`src/rtl/dht_frame_reader.sv`:
```
// Single-wire DHT11/DHT22-class frame reader.
// Drives the host start pulse, times the sensor response, shifts in NUM_BITS
// bits MSB-first, then verifies the trailing checksum byte.
// Ports:
//   clk, rst       - clock and asynchronous active-high reset
//   start          - one-cycle read request; ignored unless idle
//   data_in        - raw pad level, asynchronous to clk
//   data_oe        - 1 drives the pad low, 0 releases it to the pull-up
//   busy           - read in progress, drops with the valid/error pulse
//   valid, error   - one-cycle completion pulses (mutually exclusive)
//   err_code       - 0 none, 1 no response, 2 phase timeout, 3 checksum
//   frame/hum/temp - last good frame and its humidity/temperature words
module dht_frame_reader #(
    parameter int unsigned CLK_HZ          = 1000000,
    parameter int unsigned START_LOW_US    = 18000,
    parameter int unsigned RELEASE_WAIT_US = 40,
    parameter int unsigned TIMEOUT_US      = 100,
    parameter int unsigned BIT_THRESH_US   = 50,
    parameter int unsigned NUM_BITS        = 40
) (
    input  logic                clk,
    input  logic                rst,
    input  logic                start,
    input  logic                data_in,
    output logic                data_oe,
    output logic                busy,
    output logic                valid,
    output logic                error,
    output logic [1:0]          err_code,
    output logic [NUM_BITS-1:0] frame,
    output logic [15:0]         hum,
    output logic [15:0]         temp
);

    localparam int unsigned CYC_PER_US = (CLK_HZ / 1000000 < 1) ? 1 : CLK_HZ / 1000000;
    localparam int unsigned PRESC_W    = (CYC_PER_US > 1) ? $clog2(CYC_PER_US) : 1;
    localparam int unsigned LIM_A      = (START_LOW_US > TIMEOUT_US) ? START_LOW_US : TIMEOUT_US;
    localparam int unsigned LIM_B      = (RELEASE_WAIT_US > BIT_THRESH_US) ? RELEASE_WAIT_US : BIT_THRESH_US;
    localparam int unsigned MAX_LIM    = (LIM_A > LIM_B) ? LIM_A : LIM_B;
    localparam int unsigned TMR_W      = $clog2(MAX_LIM + 1);
    localparam int unsigned CNT_W      = $clog2(NUM_BITS + 1);
    localparam int unsigned NUM_BYTES  = NUM_BITS / 8;

    typedef enum logic [3:0] {
        IDLE, START_LOW, RELEASE, RESP_LOW, RESP_HIGH,
        BIT_LOW, BIT_HIGH, CHECK, DONE, ERR
    } state_t;

    state_t              state_q, state_d;
    logic [2:0]          sync_q, sync_d;
    logic [PRESC_W-1:0]  presc_q, presc_d;
    logic [TMR_W-1:0]    tmr_q, tmr_d;
    logic [CNT_W-1:0]    bitcnt_q, bitcnt_d;
    logic [NUM_BITS-1:0] shreg_q, shreg_d;
    logic                data_oe_q, data_oe_d;
    logic                busy_q, busy_d;
    logic                valid_q, valid_d;
    logic                error_q, error_d;
    logic [1:0]          err_code_q, err_code_d;
    logic [NUM_BITS-1:0] frame_q, frame_d;
    logic [15:0]         hum_q, hum_d;
    logic [15:0]         temp_q, temp_d;

    logic                s_in, s_prev, fall, tick, tmo;
    logic [7:0]          sum;

    assign s_in   = sync_q[1];
    assign s_prev = sync_q[2];
    // Edge-based so the host's own low pulse, still draining out of the
    // synchroniser after release, is not mistaken for a sensor response.
    assign fall   = s_prev & ~s_in;
    assign tick   = (presc_q == PRESC_W'(CYC_PER_US - 1));
    assign tmo    = tick && (tmr_q == TMR_W'(TIMEOUT_US));

    // Checksum: sum of all data bytes except the last, modulo 256
    always_comb begin
        sum = '0;
        for (int i = 0; i < int'(NUM_BYTES) - 1; i++) begin
            sum = sum + shreg_q[NUM_BITS - 1 - 8 * i -: 8];
        end
    end

    // Next-state and next-output logic
    always_comb begin
        sync_d     = {sync_q[1:0], data_in};
        presc_d    = tick ? '0 : presc_q + PRESC_W'(1);
        state_d    = state_q;
        bitcnt_d   = bitcnt_q;
        shreg_d    = shreg_q;
        err_code_d = err_code_q;
        frame_d    = frame_q;
        hum_d      = hum_q;
        temp_d     = temp_q;

        case (state_q)
            IDLE: begin
                if (start) begin
                    state_d    = START_LOW;
                    err_code_d = 2'd0;
                    bitcnt_d   = '0;
                end
            end
            START_LOW: begin
                if (tick && tmr_q == TMR_W'(START_LOW_US - 1)) state_d = RELEASE;
            end
            RELEASE: begin
                if (fall) begin
                    state_d = RESP_LOW;
                end else if (tick && tmr_q == TMR_W'(RELEASE_WAIT_US)) begin
                    state_d    = ERR;
                    err_code_d = 2'd1;
                end
            end
            RESP_LOW: begin
                if (s_in) state_d = RESP_HIGH;
                else if (tmo) begin
                    state_d    = ERR;
                    err_code_d = 2'd2;
                end
            end
            RESP_HIGH: begin
                if (!s_in) state_d = BIT_LOW;
                else if (tmo) begin
                    state_d    = ERR;
                    err_code_d = 2'd2;
                end
            end
            BIT_LOW: begin
                if (s_in) state_d = BIT_HIGH;
                else if (tmo) begin
                    state_d    = ERR;
                    err_code_d = 2'd2;
                end
            end
            BIT_HIGH: begin
                // High-phase length in ticks decides the bit value
                if (fall) begin
                    shreg_d  = {shreg_q[NUM_BITS-2:0], (tmr_q > TMR_W'(BIT_THRESH_US))};
                    bitcnt_d = bitcnt_q + CNT_W'(1);
                    state_d  = (bitcnt_q == CNT_W'(NUM_BITS - 1)) ? CHECK : BIT_LOW;
                end else if (tmo) begin
                    state_d    = ERR;
                    err_code_d = 2'd2;
                end
            end
            CHECK: begin
                if (sum == shreg_q[7:0]) begin
                    state_d = DONE;
                end else begin
                    state_d    = ERR;
                    err_code_d = 2'd3;
                end
            end
            DONE:    state_d = IDLE;
            ERR:     state_d = IDLE;
            default: state_d = IDLE;
        endcase

        // Phase timer restarts on every state change
        if (state_d != state_q || state_q == IDLE) tmr_d = '0;
        else if (tick)                             tmr_d = tmr_q + TMR_W'(1);
        else                                       tmr_d = tmr_q;

        if (state_d == DONE) begin
            frame_d = shreg_q;
            hum_d   = shreg_q[NUM_BITS-1 -: 16];
            temp_d  = shreg_q[NUM_BITS-17 -: 16];
        end

        // Outputs follow the next state so they line up with state_q
        data_oe_d = (state_d == START_LOW);
        busy_d    = state_d inside {START_LOW, RELEASE, RESP_LOW, RESP_HIGH,
                                    BIT_LOW, BIT_HIGH, CHECK};
        valid_d   = (state_d == DONE);
        error_d   = (state_d == ERR);
    end

    // State and output registers
    always_ff @(posedge clk or posedge rst) begin
        if (rst) begin
            state_q    <= IDLE;
            sync_q     <= 3'b111;
            presc_q    <= '0;
            tmr_q      <= '0;
            bitcnt_q   <= '0;
            shreg_q    <= '0;
            data_oe_q  <= 1'b0;
            busy_q     <= 1'b0;
            valid_q    <= 1'b0;
            error_q    <= 1'b0;
            err_code_q <= 2'd0;
            frame_q    <= '0;
            hum_q      <= '0;
            temp_q     <= '0;
        end else begin
            state_q    <= state_d;
            sync_q     <= sync_d;
            presc_q    <= presc_d;
            tmr_q      <= tmr_d;
            bitcnt_q   <= bitcnt_d;
            shreg_q    <= shreg_d;
            data_oe_q  <= data_oe_d;
            busy_q     <= busy_d;
            valid_q    <= valid_d;
            error_q    <= error_d;
            err_code_q <= err_code_d;
            frame_q    <= frame_d;
            hum_q      <= hum_d;
            temp_q     <= temp_d;
        end
    end

    assign data_oe  = data_oe_q;
    assign busy     = busy_q;
    assign valid    = valid_q;
    assign error    = error_q;
    assign err_code = err_code_q;
    assign frame    = frame_q;
    assign hum      = hum_q;
    assign temp     = temp_q;

endmodule

```
`config.mk`:
```
export PLATFORM = sky130hd
export DESIGN_NAME = dht_frame_reader
export DESIGN_NICKNAME = d
export VERILOG_FILES = /design/src/rtl/dht_frame_reader.sv
export SDC_FILE = /design/constraint.sdc
export NUM_CORES = 1
export LEC_CHECK = 0
export CAP_MARGIN = 20
export CORE_MARGIN = 1.5
export CORE_UTILIZATION = 55
export CTS_BUF_LIST = sky130_fd_sc_hd__clkbuf_8
export DETAILED_ROUTE_END_ITERATION = 8
export PLACE_DENSITY = 0.8
export SYNTH_ARGS = -nofsm -noshare
export SYNTH_HDL_FRONTEND = slang
export SYNTH_SLANG_ARGS = --single-unit
```
`constraint.sdc`:
```
create_clock -name clk -period 5.03 [get_ports clk]
set_input_delay 1.006 -clock clk [delete_from_list [all_inputs] [get_ports clk]]
set_output_delay 1.006 -clock clk [all_outputs]
set_load 0.02 [all_outputs]
```
==> results of run 1 <==
## cell families after synthesis
group / share of synthesized area (%)
and+or+nand+nor: 17.0
DFF: 49.3
buffers and inverters: 7.45
AOI/OAI and AO/OA: 6.17
muxes: 7.77
xor gates and xnor gates: 5.14
adders and majority gates: 7.21
## area by class of cell
cell class | count | share of cell area (%)
repair buffers | 87 | 12.7
clock buffers | 20 | 3.99
inverters | 22 | 1.23
clock inverters | 12 | 1.67
flip-flops and latches | 114 | 41.4
multi-input cells | 363 | 36.5
well taps | 136 | 2.47
## sequential cells by signal, indices dropped and copies added (netlist names)
name	flops
shreg_q	40
frame	40
sync_q	3
state_q	4
busy	1
valid	1
error	1
bitcnt_q	6
data_oe	1
tmr_q	15
err_code	2
## report_power, final
part	switching, mW	leakage, nW	internal [mW]
clock network	0.361	0.203	0.470
registers	0.00174	1.53	0.919
logic	0.0186	1.59	0.00576
## stage by stage
stage | utilization (%) | cells | cell area, um2 | hold slack [ps]
6_report | 67.1 | 754 | 6900 | 360
5_1_grt | 67.1 | 754 | 6900 | 365
4_1_cts | 66.8 | 753 | 6870 | 361
3_5_place_dp | 63.0 | 721 | 6480 | 347
3_3_place_gp | 63.0 | 721 | 6480 | 349
2_1_floorplan | - | 554 | 5800 | 345
## synth_stat cells, types with 2 or more instances
cell       count  area [um2]
nor3_1         6        30.0
or3_1          3        18.8
nor2_1        32         120
xor2_1        21         184
o21ai_0       17        85.1
buf_2          5        25.0
nand4_1        6        37.5
nand3_1       16        80.1
nand2b_1       4        25.0
a221oi_1       2        17.5
ha_1          11         138
and2_1         3        18.8
a2111oi_0      2        17.5
buf_1          2        7.51
dfrtp_1      111        2780
inv_1         22        82.6
a21oi_1       10        50.1
nor2b_1        3        18.8
dfstp_2        3        78.8
fa_1          14         280
nor4_1         3        18.8
o21bai_1       3        22.5
a211o_1        2        17.5
and3_1         5        31.3
xnor2_1       13         114
nand2_1      115         432
nor4b_1        3        26.3
clkbuf_1      12        45.0
a31oi_1        3        18.8
buf_4         34         255
mux2_2        38         428
or2_2          2        12.5
nor4bb_1       2        20.0
o311ai_0       2        17.5
mux2_1         2        22.5
## worst max-delay path: cells and delay by family (launching register included)
kind	cells	cell delay, ps
simple gates	1	210
flops	1	430
fa+ha+maj	4	1760
buf+inv	3	450
compound gates	2	570
xor+xnor	1	160
mux	1	390
## final timing paths
check,from,endpoint,slack (ps),cells past startpoint
max in group asynchronous,rst,sync_q[0],3410,3
worst min-delay path,sync_q[0],sync_q[1],360,0
worst min register to register,sync_q[0],sync_q[1],360,0
min in group asynchronous,rst,frame[18],940,2
worst max-delay path,shreg_q[9],frame[16],930,12
worst max register to register,shreg_q[9],frame[16],930,12
## routing by layer
metal | vias to the layer above | track usage, % | routed length (um) | share of wire [%]
li1 | 1933 | - | - | -
met1 | 2005 | 29.6 | 5050 | 43
met2 | 111 | 37.6 | 6000 | 51
met3 | 19 | 4.39 | 504 | 4.3
met4 | 0 | 8.20 | 193 | 1.6
met5 | - | 0 | 0 | 0
==> impl_metrics.csv, run 1 <==
group,metric,value,unit
layout,mostFrequentLayoutCells,"115 x nand2_1, 111 x dfrtp_1, 81 x clkdlybuf4s50_1",
placement,place_hpwl,8210,um
status,status,"finished clean",
setup_path,crit_arrival,4410,ps
timing,final.period_utilization,81.4,%
placement,place.gp.congestion,0.845,
clock_network,cts.repair.resized,0,
setup_path,max_stage_delay,570,ps
logic_synthesis,synth_cells,554,
clock_network,cts_root_buf,"clkbuf_8",
route,ant_nets,0,
power_and_ir_drop,p_total,1.78,mW
timing,hold_viol,0,
timing,rsz0062_at_grt,"false",
layout,final_common_cell,"nand2_1",
route,vias_per_cell,5.40,
clock_network,cts_tree,"built",
power_and_ir_drop,ir_drop,147,uV
route,dr.pass1.iters,4,
layout,area.growth.synth_to_final,19.0,%
power_and_ir_drop,leakagePower,3.31,nW
placement,place_ws,958,ps
route,routed-via-count,4068,
logic_synthesis,ys_seq_area_share,49.3,%
timing,fin_crit,4100,ps
timing,max_freq,0.244,GHz
global_routing,track_usage,22.6,%
clock_network,cts-hold-fix-buffers,0,
layout,nNetsFinal,634,
global_routing,grt_max_degree,95,
die,die_h,106,um
die,dieArea,11200,um2
logic_synthesis,ys.flop_type,"dfrtp_1",
layout,fill_cells,807,
placement,portBuffers,81,
logic_synthesis,syn_area,5800,um2
die,rows,37,
clock_network,htree_levels,4,
timing,fin_setup_tns,0,ps
setup_path,worst-endpoint-required,5350,ps
die,core_area,10300,um2
die,pin_count,82,
setup_path,crit_fanout,23,
setup_path,cpMostUsedCell,"fa_1",
die,die_w,106,um
min_path,min_path_type,"register to register",
layout,antenna_cells,0,
logic_synthesis,syn-num-nets,583,
setup_path,cp-end-kind,"register",
setup_path,path_class,"register to register",
logic_synthesis,ys.warnings.count,0,
setup_path,path_cells,"fa_1 -> inv_1 -> fa_1 -> inv_1 -> ha_1 -> fa_1 -> xor2_1 -> a2111oi_0 -> o2111ai_1 -> nor4_4 -> buf_4 -> mux2_2",
die,start_util,56.4,%
timing,timing.final.ws_setup,934,ps
clock_network,path_clk_slew,70,ps
logic_synthesis,synth_edf_count,0,
route,routedWlPerCell,15.6,um
layout,drive_gt1_share,14.4,%
timing,relSlewSlack,47.8,%
job,drv_cap,0,
clock_network,insertion_delay,440,ps
logic_synthesis,ys_seq_elements,114,
setup_path,cp_slowest_cell,"fa_1",
global_routing,grt_first_pass_wirelength,19800,um
clock_network,cts_sinks,114,
clock_network,cts_buffers,17,
logic_synthesis,syn_area_per_cell,10.5,um2
global_routing,overflow,0,
logic_synthesis,synth_cell_type_count,57,
clock_network,clockBufferDepth,2,
layout,multiInputGateArea,2520,um2
timing,slew_violations,0,
timing,fin_skew,11.6,ps
timing,worstMarginPinSlew,764,ps
route,drt_iter0_markers,180,
global_routing,antenna_found_initial,0,
route,drc,0,
global_routing,grt_pass1_vias,3966,
timing,finalSetupViolations,0,
clock_network,post_cts_buffers,0,
setup_path,setup.worst_path.start_class,"register",
logic_synthesis,async_flop_share,100,%
layout,seq_area,2860,um2
power_and_ir_drop,power_density,258,nW/um2
route,totalWireLength,11700,um
No activity file was read; power rests on OpenSTA's default activity.
==> inputs of run 2 (changes only) <==
CORE_UTILIZATION = 51   (was 55)
PLACE_DENSITY = 0.78   (was 0.8)
clock period = 3.44 ns   (was 5.03 ns; I/O delays follow)
==> run 2 against run 1 <==
The flow now finishes with violations (setup timing). Fmax increased by 5.6%. Non-clock buffer count is 30 higher. Final area up 7.2%.
==> impl_metrics.csv, run 2 (same netlist as run 1, synthesis figures left out) <==
group,metric,value,unit
status,status,"complete, but fails checks",
status,violations,"setup timing",
min_path,min_path_type,"register to register",
layout,multiInputGateArea,2630,um2
power_and_ir_drop,power_density,382,nW/um2
layout,mostFrequentLayoutCells,"115 x nand2_1, 111 x dfrtp_1, 81 x clkdlybuf4s50_1",
route,drt_iter0_markers,210,
placement,place.gp.congestion,0.912,
timing,worstMarginPinSlew,760,ps
layout,fill_cells,786,
global_routing,track_usage,23.0,%
timing,rsz0062_at_grt,"true",
layout,area.growth.synth_to_final,27.5,%
min_path,min_from,"sync_q[0]",
job,drv_cap,0,
global_routing,grt_pass1_vias,4361,
setup_path,startpoint,"shreg_q[9]",
setup_path,cp_slowest_cell,"fa_1",
timing,hold_viol,0,
route,vias_per_cell,5.53,
placement,portBuffers,81,
timing,finalSetupViolations,44,
die,start_util,52.8,%
setup_path,cp-end-kind,"register",
setup_path,worst-endpoint-required,3760,ps
layout,final_common_cell,"nand2_1",
clock_network,clockBufferDepth,2,
placement,place_hpwl,8250,um
layout,antenna_cells,0,
placement,place_ws,-531,ps
timing,relSlewSlack,49.4,%
die,rows,38,
timing,slew_violations,0,
die,core_area,11000,um2
timing,fin_setup_tns,-16600,ps
setup_path,r2r-start,"shreg_q[9]",
setup_path,max_stage_delay,550,ps
setup_path,path_cells,"fa_1 -> inv_1 -> fa_1 -> inv_1 -> ha_2 -> fa_1 -> xor2_1 -> a2111oi_2 -> o2111ai_2 -> nor4_4 -> buf_6 -> buf_6 -> buf_12 -> mux2_4",
timing,max_freq,0.258,GHz
clock_network,path_clk_slew,70,ps
global_routing,overflow,0,
layout,final_area,7390,um2
power_and_ir_drop,ir_drop,414,uV
timing,fin_crit,3880,ps
setup_path,cpMostUsedCell,"fa_1",
route,drc,0,
route,totalWireLength,13200,um
die,pin_count,82,
setup_path,path_class,"register to register",
die,die_h,110,um
timing,whs,358,ps
die,die_w,110,um
layout,final_cells,788,
placement,dp.cells,748,
clock_network,insertion_delay,430,ps
clock_network,cts_buffers,17,
timing,fin_skew,7.55,ps
layout,seq_area,2860,um2
clock_network,cts_root_buf,"clkbuf_8",
die,dieArea,12000,um2
clock_network,htree_levels,4,
route,routed-via-count,4357,
route,dr.pass1.iters,5,
global_routing,grt_max_degree,115,
route,ant_nets,0,
power_and_ir_drop,leakagePower,3.54,nW
global_routing,antenna_found_initial,0,
setup_path,setup.worst_path.start_class,"register",
clock_network,cts_tree,"built",
global_routing,grt_first_pass_wirelength,20900,um
setup_path,crit_fanout,10,
clock_network,cts_sinks,114,
setup_path,crit_arrival,4200,ps
timing,timing.final.ws_setup,-439,ps
layout,drive_gt1_share,19.6,%
layout,nNetsFinal,664,
timing,final.period_utilization,113,%
placement,placed_area,6720,um2
route,routedWlPerCell,16.7,um
## run 2: final timing paths
kind                              to  slack (ps)  cells after the start
min                        sync_q[1]         360                      0
min in group asynchronous      error         770                      3
min reg2reg                sync_q[1]         360                      0
max                        frame[19]        -440                     14
max in group asynchronous  frame[14]        2240                      3
max reg2reg                frame[19]        -440                     14
## run 2: metal layers
layer / part of all wire, % / track usage [%] / vias to the layer above
met5: 0 / 0 / -
met4: 2.4 / 9.09 / 0
met3: 5.7 / 4.62 / 24
met2: 50 / 38.1 / 164
met1: 42 / 29.8 / 2183
li1: - / - / 1986
## run 2: repair_timing
action / CTS / global route
endpoints found under the hold margin: 0 / 0
pin swaps: 1 / 2
hold buffers: 0 / 0
gates resized for setup: 26 / 3
gates cloned: 3 / 2
setup buffers: 6 / 0
endpoints found under the setup margin: 45 / 45
## run 2: area by class of cell
type	instances	area share, %
Timing Repair Buffer	117	15.9
Clock inverter	14	2.88
Tap cell	140	2.37
Sequential cell	114	38.6
Multi-Input combinational cell	363	35.6
Inverter	22	1.17
Clock buffer	18	3.35
## run 2: through the flow
step,total power [mW],utilization [%]
after floorplan,1.39,-
after global placement,1.41,61.2
after detailed placement,1.41,61.2
after CTS,2.84,67.0
after global routing,2.90,67.3
final,2.82,67.3
## run 2: worst max-delay path: cells and delay by family, from the launching register on
| family | cells | cell delay [ps] |
|---|---|---|
| fa+ha+maj | 4 | 1700 |
| flops | 1 | 400 |
| buf+inv | 5 | 510 |
| xor+xnor | 1 | 170 |
| simple gates | 1 | 220 |
| mux | 1 | 300 |
| compound gates | 2 | 470 |
## run 2: report_power, final
| part | switching (mW) | internal, mW |
|---|---|---|
| Clock | 0.565 | 0.878 |
| Sequential | 0.00224 | 1.34 |
| Combinational | 0.0268 | 0.00677 |
==> inputs of run 3 (changes only) <==
MAX_ROUTING_LAYER = met4   (was default)
==> run 3 against run 2 <==
The run still ends with setup timing left. Clock-buffer cell count is the same. Clock power shrank 12%. Register-to-register slack got worse by 30 ps. Fmax fell by 0.70%. Combinational power hardly changed. Final area increased by 1.8%. Final cell count grew 0.76%. Highest routed layer unchanged.
==> impl_metrics.csv, run 3 (same netlist as run 1, synthesis figures left out) <==
group,metric,value,unit
die,die_h,110,um
timing,final.period_utilization,114,%
route,ant_nets,0,
layout,fill_cells,783,
status,status,"complete, but fails checks",
placement,portBuffers,81,
setup_path,setup.worst_path.start_class,"register",
setup_path,worst-endpoint-required,3770,ps
layout,seq_area,2860,um2
timing,hold_viol,0,
route,dr.pass1.iters,5,
min_path,min_path_type,"register to register",
layout,antenna_cells,0,
global_routing,grt_pass1_vias,4423,
timing,timing.final.ws_setup,-466,ps
timing,rsz0062_at_grt,"true",
clock_network,htree_levels,4,
layout,final_common_cell,"nand2_1",
clock_network,cts-hold-fix-buffers,0,
timing,finalSetupViolations,44,
die,die_w,110,um
global_routing,antenna_found_initial,0,
timing,fin_skew,12.7,ps
route,routed-via-count,4387,
route,met2_length,7290,um
die,pin_count,82,
global_routing,track_usage,24.6,%
timing,relSlewSlack,54.4,%
timing,fin_crit,3910,ps
global_routing,overflow,0,
route,drc,0,
global_routing,grt_first_pass_wirelength,21700,um
power_and_ir_drop,p_total,2.65,mW
setup_path,path_class,"register to register",
timing,worstMarginPinSlew,684,ps
clock_network,cts_root_buf,"clkbuf_8",
setup_path,crit_fanout,5,
timing,slew_violations,0,
clock_network,insertion_delay,440,ps
layout,mostFrequentLayoutCells,"115 x nand2_1, 111 x dfrtp_1, 81 x clkdlybuf4s50_1",
route,totalWireLength,14100,um
clock_network,cts_sinks,114,
global_routing,grt_max_degree,104,
status,violations,"setup timing",
route,wl_met1,5620,um
clock_network,path_clk_slew,70,ps
route,wl_met3,799,um
power_and_ir_drop,power_density,352,nW/um2
route,routed.top_layer,"met4",
placement,place_hpwl,8290,um
die,rows,38,
route,drt_iter0_markers,300,
layout,final_area,7520,um2
clock_network,cts_buffers,17,
power_and_ir_drop,ir_drop,302,uV
setup_path,cp-end-kind,"register",
power_and_ir_drop,leakagePower,3.58,nW
placement,placed_area,6720,um2
setup_path,crit_arrival,4240,ps
die,dieArea,12000,um2
die,start_util,52.8,%
clock_network,cts_tree,"built",
layout,area.growth.synth_to_final,29.8,%
timing,max_freq,0.256,GHz
layout,multiInputGateArea,2690,um2
die,core_area,11000,um2
clock_network,clockBufferDepth,2,
route,routedWlPerCell,17.8,um
layout,drive_gt1_share,20.9,%
route,vias_per_cell,5.53,
placement,place.gp.congestion,0.937,
job,drv_cap,0,
layout,nNetsFinal,670,
==> run 3: cell types whose count changed in the layout (fill, tap and decap cells not counted), sizes merged <==
cell    change
inv         +2
clkbuf      +2
clkinv      +1
buf         +4
bufinv      -3
==> run 3: worst paths after layout <==
| path | slack, ps | cells past startpoint | end | startpoint |
|---|---|---|---|---|
| min | 360 | 0 | sync_q[1] | sync_q[0] |
| max reg2reg | -470 | 15 | frame[20] | shreg_q[9] |
| max | -470 | 15 | frame[20] | shreg_q[9] |
| min in group asynchronous | 550 | 2 | state_q[3] | rst |
| max in group asynchronous | 2090 | 3 | tmr_q[0] | rst |
| min reg2reg | 360 | 0 | sync_q[1] | sync_q[0] |
==> run 3: through the flow <==
stage	std cells	hold WS, ps	util [%]	worst slack, ps	TNS (ps)
2_1_floorplan	554	345	-	-337	-12830
3_3_place_gp	748	347	61.2	-399	-15850
3_5_place_dp	748	347	61.2	-489	-19310
4_1_cts	790	357	66.6	-449	-17210
5_1_grt	794	363	68.5	-621	-24610
6_report	794	356	68.5	-466	-17570
==> run 3: worst max-delay path: stages (launching register included) <==
cell and delay [ps]:
dfrtp_1 420, fa_1 560, inv_2 40, fa_1 490
inv_1 50, ha_2 190, buf_4 140, a211oi_2 280
o21bai_1 120, a21oi_1 240, xnor2_1 170, nor4_4 300
buf_6 170, buf_6 120, clkbuf_16 150, mux2_2 320
==> run 3: routing by layer <==
metal | up-vias | track usage, %
met3 | 43 | 5.51
li1 | 2002 | -
met4 | 0 | 10.5
met5 | - | -
met1 | 2151 | 28.9
met2 | 191 | 40.7
==> run 3: final cells by class <==
class	instances	area share, %
clock buffers	18	3.29
clock inverters	14	2.05
inverters	22	1.15
multi-input cells	363	35.8
flip-flops and latches	114	38.0
well taps	140	2.33
repair buffers	123	17.4
==> run 3: timing repair <==
item	CTS	global route
endpoints found under the setup margin	45	45
buffers inserted	7	2
pin swaps	1	2
cloned	4	3
resized for setup	11	32
==> run 3: power breakdown <==
| part | leakage [nW] | switching [mW] | internal, mW |
|---|---|---|---|
| combinational | 1.86 | 0.0270 | 0.00675 |
| clock | 0.196 | 0.598 | 0.669 |
| sequential | 1.53 | 0.00210 | 1.34 |
| total | 3.58 | 0.627 | 2.02 |
